<file path="config.mk">
export PLATFORM = sky130hd
export DESIGN_NAME = tt_sweep_flat
export DESIGN_NICKNAME = d
export VERILOG_FILES = /design/src/rtl/tt_sweep_if.sv /design/src/rtl/tt_sweep.sv /design/src/flat_wrapper.sv
export SDC_FILE = /design/constraint.sdc
export NUM_CORES = 1
export LEC_CHECK = 0
export CAP_MARGIN = 20
export CORE_ASPECT_RATIO = 1.4
export CORE_UTILIZATION = 46
export CTS_CLUSTER_DIAMETER = 50
export DETAILED_ROUTE_END_ITERATION = 8
export PLACE_DENSITY = 0.8
export SLEW_MARGIN = 30
export SYNTH_ARGS = -nofsm -noshare
export SYNTH_HDL_FRONTEND = slang
export SYNTH_SLANG_ARGS = --single-unit
export TNS_END_PERCENT = 5
</file>
<file path="constraint.sdc">
create_clock -name clk -period 1.6 [get_ports clk]
set_input_delay 0.4 -clock clk [delete_from_list [all_inputs] [get_ports clk]]
set_output_delay 0.4 -clock clk [all_outputs]
set_load 0.02 [all_outputs]
</file>
<file path="src/rtl/tt_sweep_if.sv">
// Bundle between the truth-table sweeper and the stage under test or its environment.
// When TT_SWEEP_MISMATCH_LOG_EN is defined the bundle also carries first_miss and miss_valid.
interface tt_sweep_if;
  logic        start;
  logic        t;
  logic        p;
  logic        q;
  logic        r;
  logic        s;
  logic        busy;
  logic        done;
  logic [15:0] table_out;
  logic [4:0]  ones_cnt;
  logic        match;
  logic [1:0]  fsm_state;
`ifdef TT_SWEEP_MISMATCH_LOG_EN
  logic [3:0]  first_miss;
  logic        miss_valid;
`endif

  // start is a single-cycle request sampled on the rising edge; there is no
  // ready/acknowledge path. A start that arrives while busy=1 is dropped.
  // The results (table_out, ones_cnt, match) are qualified by the done level.
  modport master (
    output start, t,
    input  p, q, r, s, busy, done, table_out, ones_cnt, match, fsm_state
`ifdef TT_SWEEP_MISMATCH_LOG_EN
    , input first_miss, miss_valid
`endif
  );

  modport slave (
    input  start, t,
    output p, q, r, s, busy, done, table_out, ones_cnt, match, fsm_state
`ifdef TT_SWEEP_MISMATCH_LOG_EN
    , output first_miss, miss_valid
`endif
  );
endinterface

</file>
<file path="src/rtl/tt_sweep.sv">
// Sweeps a 4-input stage through all 16 vectors, samples t into a truth table and compares it.
// Optional mismatch logging (first_miss, miss_valid) is enabled by TT_SWEEP_MISMATCH_LOG_EN.
module tt_sweep #(
  parameter int          SETTLE   = 1,
  parameter logic [15:0] EXPECTED = 16'h4644
) (
  input logic     clk,
  input logic     rst,
  tt_sweep_if.slave bus
);
  typedef enum logic [1:0] {IDLE = 2'd0, RUN = 2'd1, DONE = 2'd2} state_t;

  localparam logic [3:0] SETTLE_C = 4'(SETTLE);

  state_t      state;
  logic [3:0]  idx;
  logic [3:0]  cnt;
  logic [15:0] table_r;
  logic [4:0]  ones;
  logic        busy_r;
  logic        done_r;
  logic        start_ok;

  assign start_ok = bus.start && (state != RUN);

`ifdef TT_SWEEP_MISMATCH_LOG_EN
  logic [15:0] final_table;
  logic [15:0] miss_bits;
  logic [3:0]  fm_next;
  logic [3:0]  first_miss_r;
  logic        miss_valid_r;

  // The last sample lands in bit 15 on the same edge the log is captured.
  assign final_table = {bus.t, table_r[14:0]};
  assign miss_bits   = final_table ^ EXPECTED;

  always_comb begin
    fm_next = 4'd0;
    for (int i = 15; i >= 0; i--) begin
      if (miss_bits[i]) fm_next = 4'(i);
    end
  end

  always_ff @(posedge clk or posedge rst) begin
    if (rst) begin
      first_miss_r <= 4'd0;
      miss_valid_r <= 1'b0;
    end else if (start_ok) begin
      first_miss_r <= 4'd0;
      miss_valid_r <= 1'b0;
    end else if (state == RUN && cnt == SETTLE_C && idx == 4'd15) begin
      first_miss_r <= fm_next;
      miss_valid_r <= (final_table != EXPECTED);
    end
  end

  assign bus.first_miss = first_miss_r;
  assign bus.miss_valid = miss_valid_r;
`endif

  always_ff @(posedge clk or posedge rst) begin
    if (rst) begin
      state   <= IDLE;
      idx     <= 4'd0;
      cnt     <= 4'd0;
      table_r <= 16'd0;
      ones    <= 5'd0;
      busy_r  <= 1'b0;
      done_r  <= 1'b0;
    end else begin
      case (state)
        IDLE, DONE: begin
          if (bus.start) begin
            state   <= RUN;
            idx     <= 4'd0;
            cnt     <= 4'd0;
            table_r <= 16'd0;
            ones    <= 5'd0;
            busy_r  <= 1'b1;
            done_r  <= 1'b0;
          end
        end
        RUN: begin
          if (cnt == SETTLE_C) begin
            table_r[idx] <= bus.t;
            ones         <= ones + {4'd0, bus.t};
            cnt          <= 4'd0;
            if (idx == 4'd15) begin
              // Vector returns to 0000 while results are held.
              state  <= DONE;
              idx    <= 4'd0;
              busy_r <= 1'b0;
              done_r <= 1'b1;
            end else begin
              idx <= idx + 4'd1;
            end
          end else begin
            cnt <= cnt + 4'd1;
          end
        end
        default: state <= IDLE;
      endcase
    end
  end

  assign bus.p         = idx[3];
  assign bus.q         = idx[2];
  assign bus.r         = idx[1];
  assign bus.s         = idx[0];
  assign bus.busy      = busy_r;
  assign bus.done      = done_r;
  assign bus.table_out = table_r;
  assign bus.ones_cnt  = ones;
  assign bus.match     = done_r && (table_r == EXPECTED);
  assign bus.fsm_state = state;
endmodule
</file>
<file path="src/flat_wrapper.sv">
// flat-port wrapper written by rule: the top's interface ports become plain ports
module tt_sweep_flat 
#(
  parameter int          SETTLE   = 1,
  parameter logic [15:0] EXPECTED = 16'h4644
)
  (clk, rst, bus_start, bus_t, bus_p, bus_q, bus_r, bus_s, bus_busy, bus_done, bus_table_out, bus_ones_cnt, bus_match, bus_fsm_state);
  tt_sweep_if bus_i ();
  input logic clk;
  input logic rst;
  input wire logic [$bits(bus_i.start)-1:0] bus_start;
  input wire logic [$bits(bus_i.t)-1:0] bus_t;
  output wire logic [$bits(bus_i.p)-1:0] bus_p;
  output wire logic [$bits(bus_i.q)-1:0] bus_q;
  output wire logic [$bits(bus_i.r)-1:0] bus_r;
  output wire logic [$bits(bus_i.s)-1:0] bus_s;
  output wire logic [$bits(bus_i.busy)-1:0] bus_busy;
  output wire logic [$bits(bus_i.done)-1:0] bus_done;
  output wire logic [$bits(bus_i.table_out)-1:0] bus_table_out;
  output wire logic [$bits(bus_i.ones_cnt)-1:0] bus_ones_cnt;
  output wire logic [$bits(bus_i.match)-1:0] bus_match;
  output wire logic [$bits(bus_i.fsm_state)-1:0] bus_fsm_state;
  assign bus_i.start = bus_start;
  assign bus_i.t = bus_t;
  assign bus_p = bus_i.p;
  assign bus_q = bus_i.q;
  assign bus_r = bus_i.r;
  assign bus_s = bus_i.s;
  assign bus_busy = bus_i.busy;
  assign bus_done = bus_i.done;
  assign bus_table_out = bus_i.table_out;
  assign bus_ones_cnt = bus_i.ones_cnt;
  assign bus_match = bus_i.match;
  assign bus_fsm_state = bus_i.fsm_state;
  tt_sweep #(.SETTLE(SETTLE), .EXPECTED(EXPECTED)) u_core (.clk(clk), .rst(rst), .bus(bus_i));
endmodule
</file>
==> impl_metrics.yaml <==
power:
  leakage_uw: 0.00131
  peakVddDrop_uv: 1090
  p_int_uw: 2700
  pwr-share-clk_pct: 13.6
  combPwrFrac_pct: 56.4
  p_sw_uw: 2020
  seqPwrFrac_pct: 30.0
  powerDensity_nw_per_um2: 1800
  switching_share_pct: 42.8
detailed_routing:
  vias: 1631
  routedWlPerCell_um: 15.5
  drt-total-wl_um: 4730
  drc: 0
  drt-pass1-iter-count: 5
  drt_iter0_drc: 52
  detail-route-antenna-nets: 0
  vias_per_cell: 5.35
synthesis:
  ys_top_cells_by_area: "dfrtp_1 47%, o21ai_0 7.4%, ha_1 6.4%, nand2_1 4.5%, a21oi_1 3.7%"
  syn_area_sq_um: 1760
  yosysUniqueCellTypes: 39
  synth_top_area_share_pct: 47.0
  yosys_warnings: 0
  synth_seq_cells: 33
  synth.avg_cell_area_sq_um: 9.40
  async_flop_share_pct: 100
  synth_nets: 200
  syn_inst: 187
  yosysMostFrequentCell: "dfrtp_1"
  synthTopCellsByCount: "33 x dfrtp_1, 26 x o21ai_0, 21 x nand2_1"
  ys.flop_type: "dfrtp_1"
  yosysTopAreaCell: "dfrtp_1"
  synth_seq_area_share_pct: 47.0
  synth_edf_count: 0
placed_design:
  gp_congestion: 0.859
  port_buffers: 33
  dp_hpwl_um: 3460
run_status:
  violations: "setup timing"
  status: "complete, but fails checks"
die:
  start_util_pct: 48.2
  dieArea_sq_um: 4080
  rows: 26
  pin_count: 34
  core_area_sq_um: 3640
  die_x_um: 54.2
  die_h_um: 75.1
setup_path:
  r2r-end: "u_core.bus.table_out[0]"
  crit_chain: "nor4bb_4 -> nand4_1 -> nor4b_4 -> buf_4"
  rr_worst_depth: 5
  worstPathArrival_ps: 1620
  slowest_stage: "dfrtp_2"
  cp-start-kind: "flop"
  cp.depth: 4
  end_kind: "output port"
  critPathRequiredTime_ps: 1200
  path_max_fanout: 2
  max_stage_delay_ps: 420
  r2r_start: "u_core.cnt[2]"
  startpoint: "u_core.bus.table_out[8]"
  endpoint: "bus_match"
  r2r_slack_ps: 0
  critPathTopFamily: "simple AND/OR/NAND/NOR gates"
  path_class: "flop to output port"
  path_buf_inv: 1
timing:
  tightest_slew_ps: 465
  slew_headroom_pct: 68.9
  post-route-min-period_ps: 2020
  rsz0062_at_grt: "true"
  drv_slew: 0
  max_freq_mhz: 495
  post-route-period-util_pct: 126
  fin_ws_ps: -422
  clock_skew_ps: 4.75
  report.final.hold_viol_count: 0
  finalSetupViolations: 3
  hold_ws_ps: 450
  setup_tns_ps: -527
grt:
  antenna_found_initial: 0
  grt-ovfl-total: 0
  grt_pass1_wl_um: 7740
  grt_pass1_vias: 1660
  grtUsageTotal_pct: 27.3
  grt_max_degree: 34
clock_network:
  clk_latency_ps: 290
  cts_tree: "yes"
  cts.sinks: 33
  cts.reportedPaths.clkPinSlew_ps: 60
  clock_path_buffers: 2
  cts_root_buffer: "clkbuf_8"
  cts_post_setup_buffers_inserted: 0
  cts.htree.levels: 2
  cts_buffers: 5
cells_and_area:
  utilization_pct: 71.9
  insertedDiodeCount: 0
  drive_gt1_share_pct: 29.7
  nets: 275
  syn2layout_area_growth_pct: 49.0
job:
  cap_viol_max_count: 0
min_path:
  hp-class: "input pin to asynchronous set/reset pin"
flip-flops by register name (all words and copies together), names as in the netlist:
| signal | cells |
|---|---|
| u_core.bus.busy | 1 |
| u_core.bus.ones_cnt | 5 |
| u_core.idx | 4 |
| u_core.bus.fsm_state | 2 |
| u_core.bus.table_out | 16 |
| u_core.bus.done | 1 |
| u_core.cnt | 4 |
how the worst min path moves through the flow:
stage                                start                       to  depth (start not counted)
floorplan                        bus_start  u_core.bus.fsm_state[1]                          1
global placement    u_core.bus.ones_cnt[0]   u_core.bus.ones_cnt[0]                          2
detailed placement  u_core.bus.ones_cnt[0]   u_core.bus.ones_cnt[0]                          2
CTS                                    rst   u_core.bus.ones_cnt[1]                          3
global route                           rst   u_core.bus.ones_cnt[3]                          3
finish                                 rst   u_core.bus.ones_cnt[3]                          3
cell usage in the layout, fill, tap and decap left out, types with 2 or more instances in the layout:
| cell type | n |
|---|---|
| buf_12 | 3 |
| inv_1 | 9 |
| o21ai_0 | 23 |
| nand3_1 | 7 |
| mux2i_1 | 5 |
| nor2b_1 | 3 |
| nor3_4 | 2 |
| o21ai_1 | 9 |
| ha_1 | 8 |
| xnor2_1 | 2 |
| clkbuf_8 | 6 |
| dlygate4sd2_1 | 28 |
| nor2_1 | 10 |
| nand4_1 | 4 |
| nand3_2 | 4 |
| dfrtp_2 | 6 |
| nand2b_1 | 3 |
| dfrtp_1 | 27 |
| a21oi_1 | 12 |
| nand2_2 | 2 |
| clkbuf_1 | 2 |
| a21oi_2 | 2 |
| buf_4 | 40 |
| nand2_1 | 19 |
| clkdlybuf4s50_1 | 3 |
routing by layer:
metal,up-vias,share of wire (%),GRT usage (%)
li1,801,-,-
met4,0,2.0,9.97
met2,51,56,48.2
met5,-,0,0
met3,10,4.4,6.26
met1,769,38,31.3
what timing repair did:
item	in CTS	in global routing
gates resized for setup	40	16
pin swaps	3	1
setup endpoints to repair	44	21
hold buffers	0	0
through the flow:
stage / cells / total power (uW) / setup slack (ps) / instance area [sq um]
3_3_place_gp: 296 / 4000 / -691 / 2480
6_report: 305 / 4720 / -422 / 2620
3_5_place_dp: 297 / 4090 / -777 / 2490
2_1_floorplan: 187 / 2760 / -76.3 / 1790
5_1_grt: 305 / 5060 / -490 / 2620
4_1_cts: 305 / 4630 / -457 / 2570
cell families after synthesis:
kind of cell | synth area share [%]
AO/OA/AOI/OAI | 16.5
buffers and inverters | 4.27
flip-flops | 47.0
AND/OR/NAND/NOR | 21.5
multiplexers | 2.85
adder cells (fa/ha/maj) | 6.41
XOR/XNOR | 1.49
tightest hold or removal path, stage by stage:
cell,delay [ps]
clkdlybuf4s50_1,390
inv_1,90
buf_12,210
final cells by class:
class | count | area (sq um)
clock buffer | 8 | 90.1
fill | 286 | 1020
inverter | 9 | 33.8
multi-input combinational | 137 | 952
sequential | 33 | 833
tap | 42 | 52.6
timing repair buffer | 76 | 657
power groups by stage:
| stage | registers [uW] | clock network, uW | logic (uW) |
|---|---|---|---|
| floorplan | 1770 | 0 | 985 |
| global placement | 1390 | 0 | 2600 |
| detailed placement | 1410 | 0 | 2680 |
| CTS | 1410 | 648 | 2560 |
| global route | 1460 | 693 | 2910 |
| finish | 1420 | 641 | 2660 |
(Power assumes the default switching activity.)
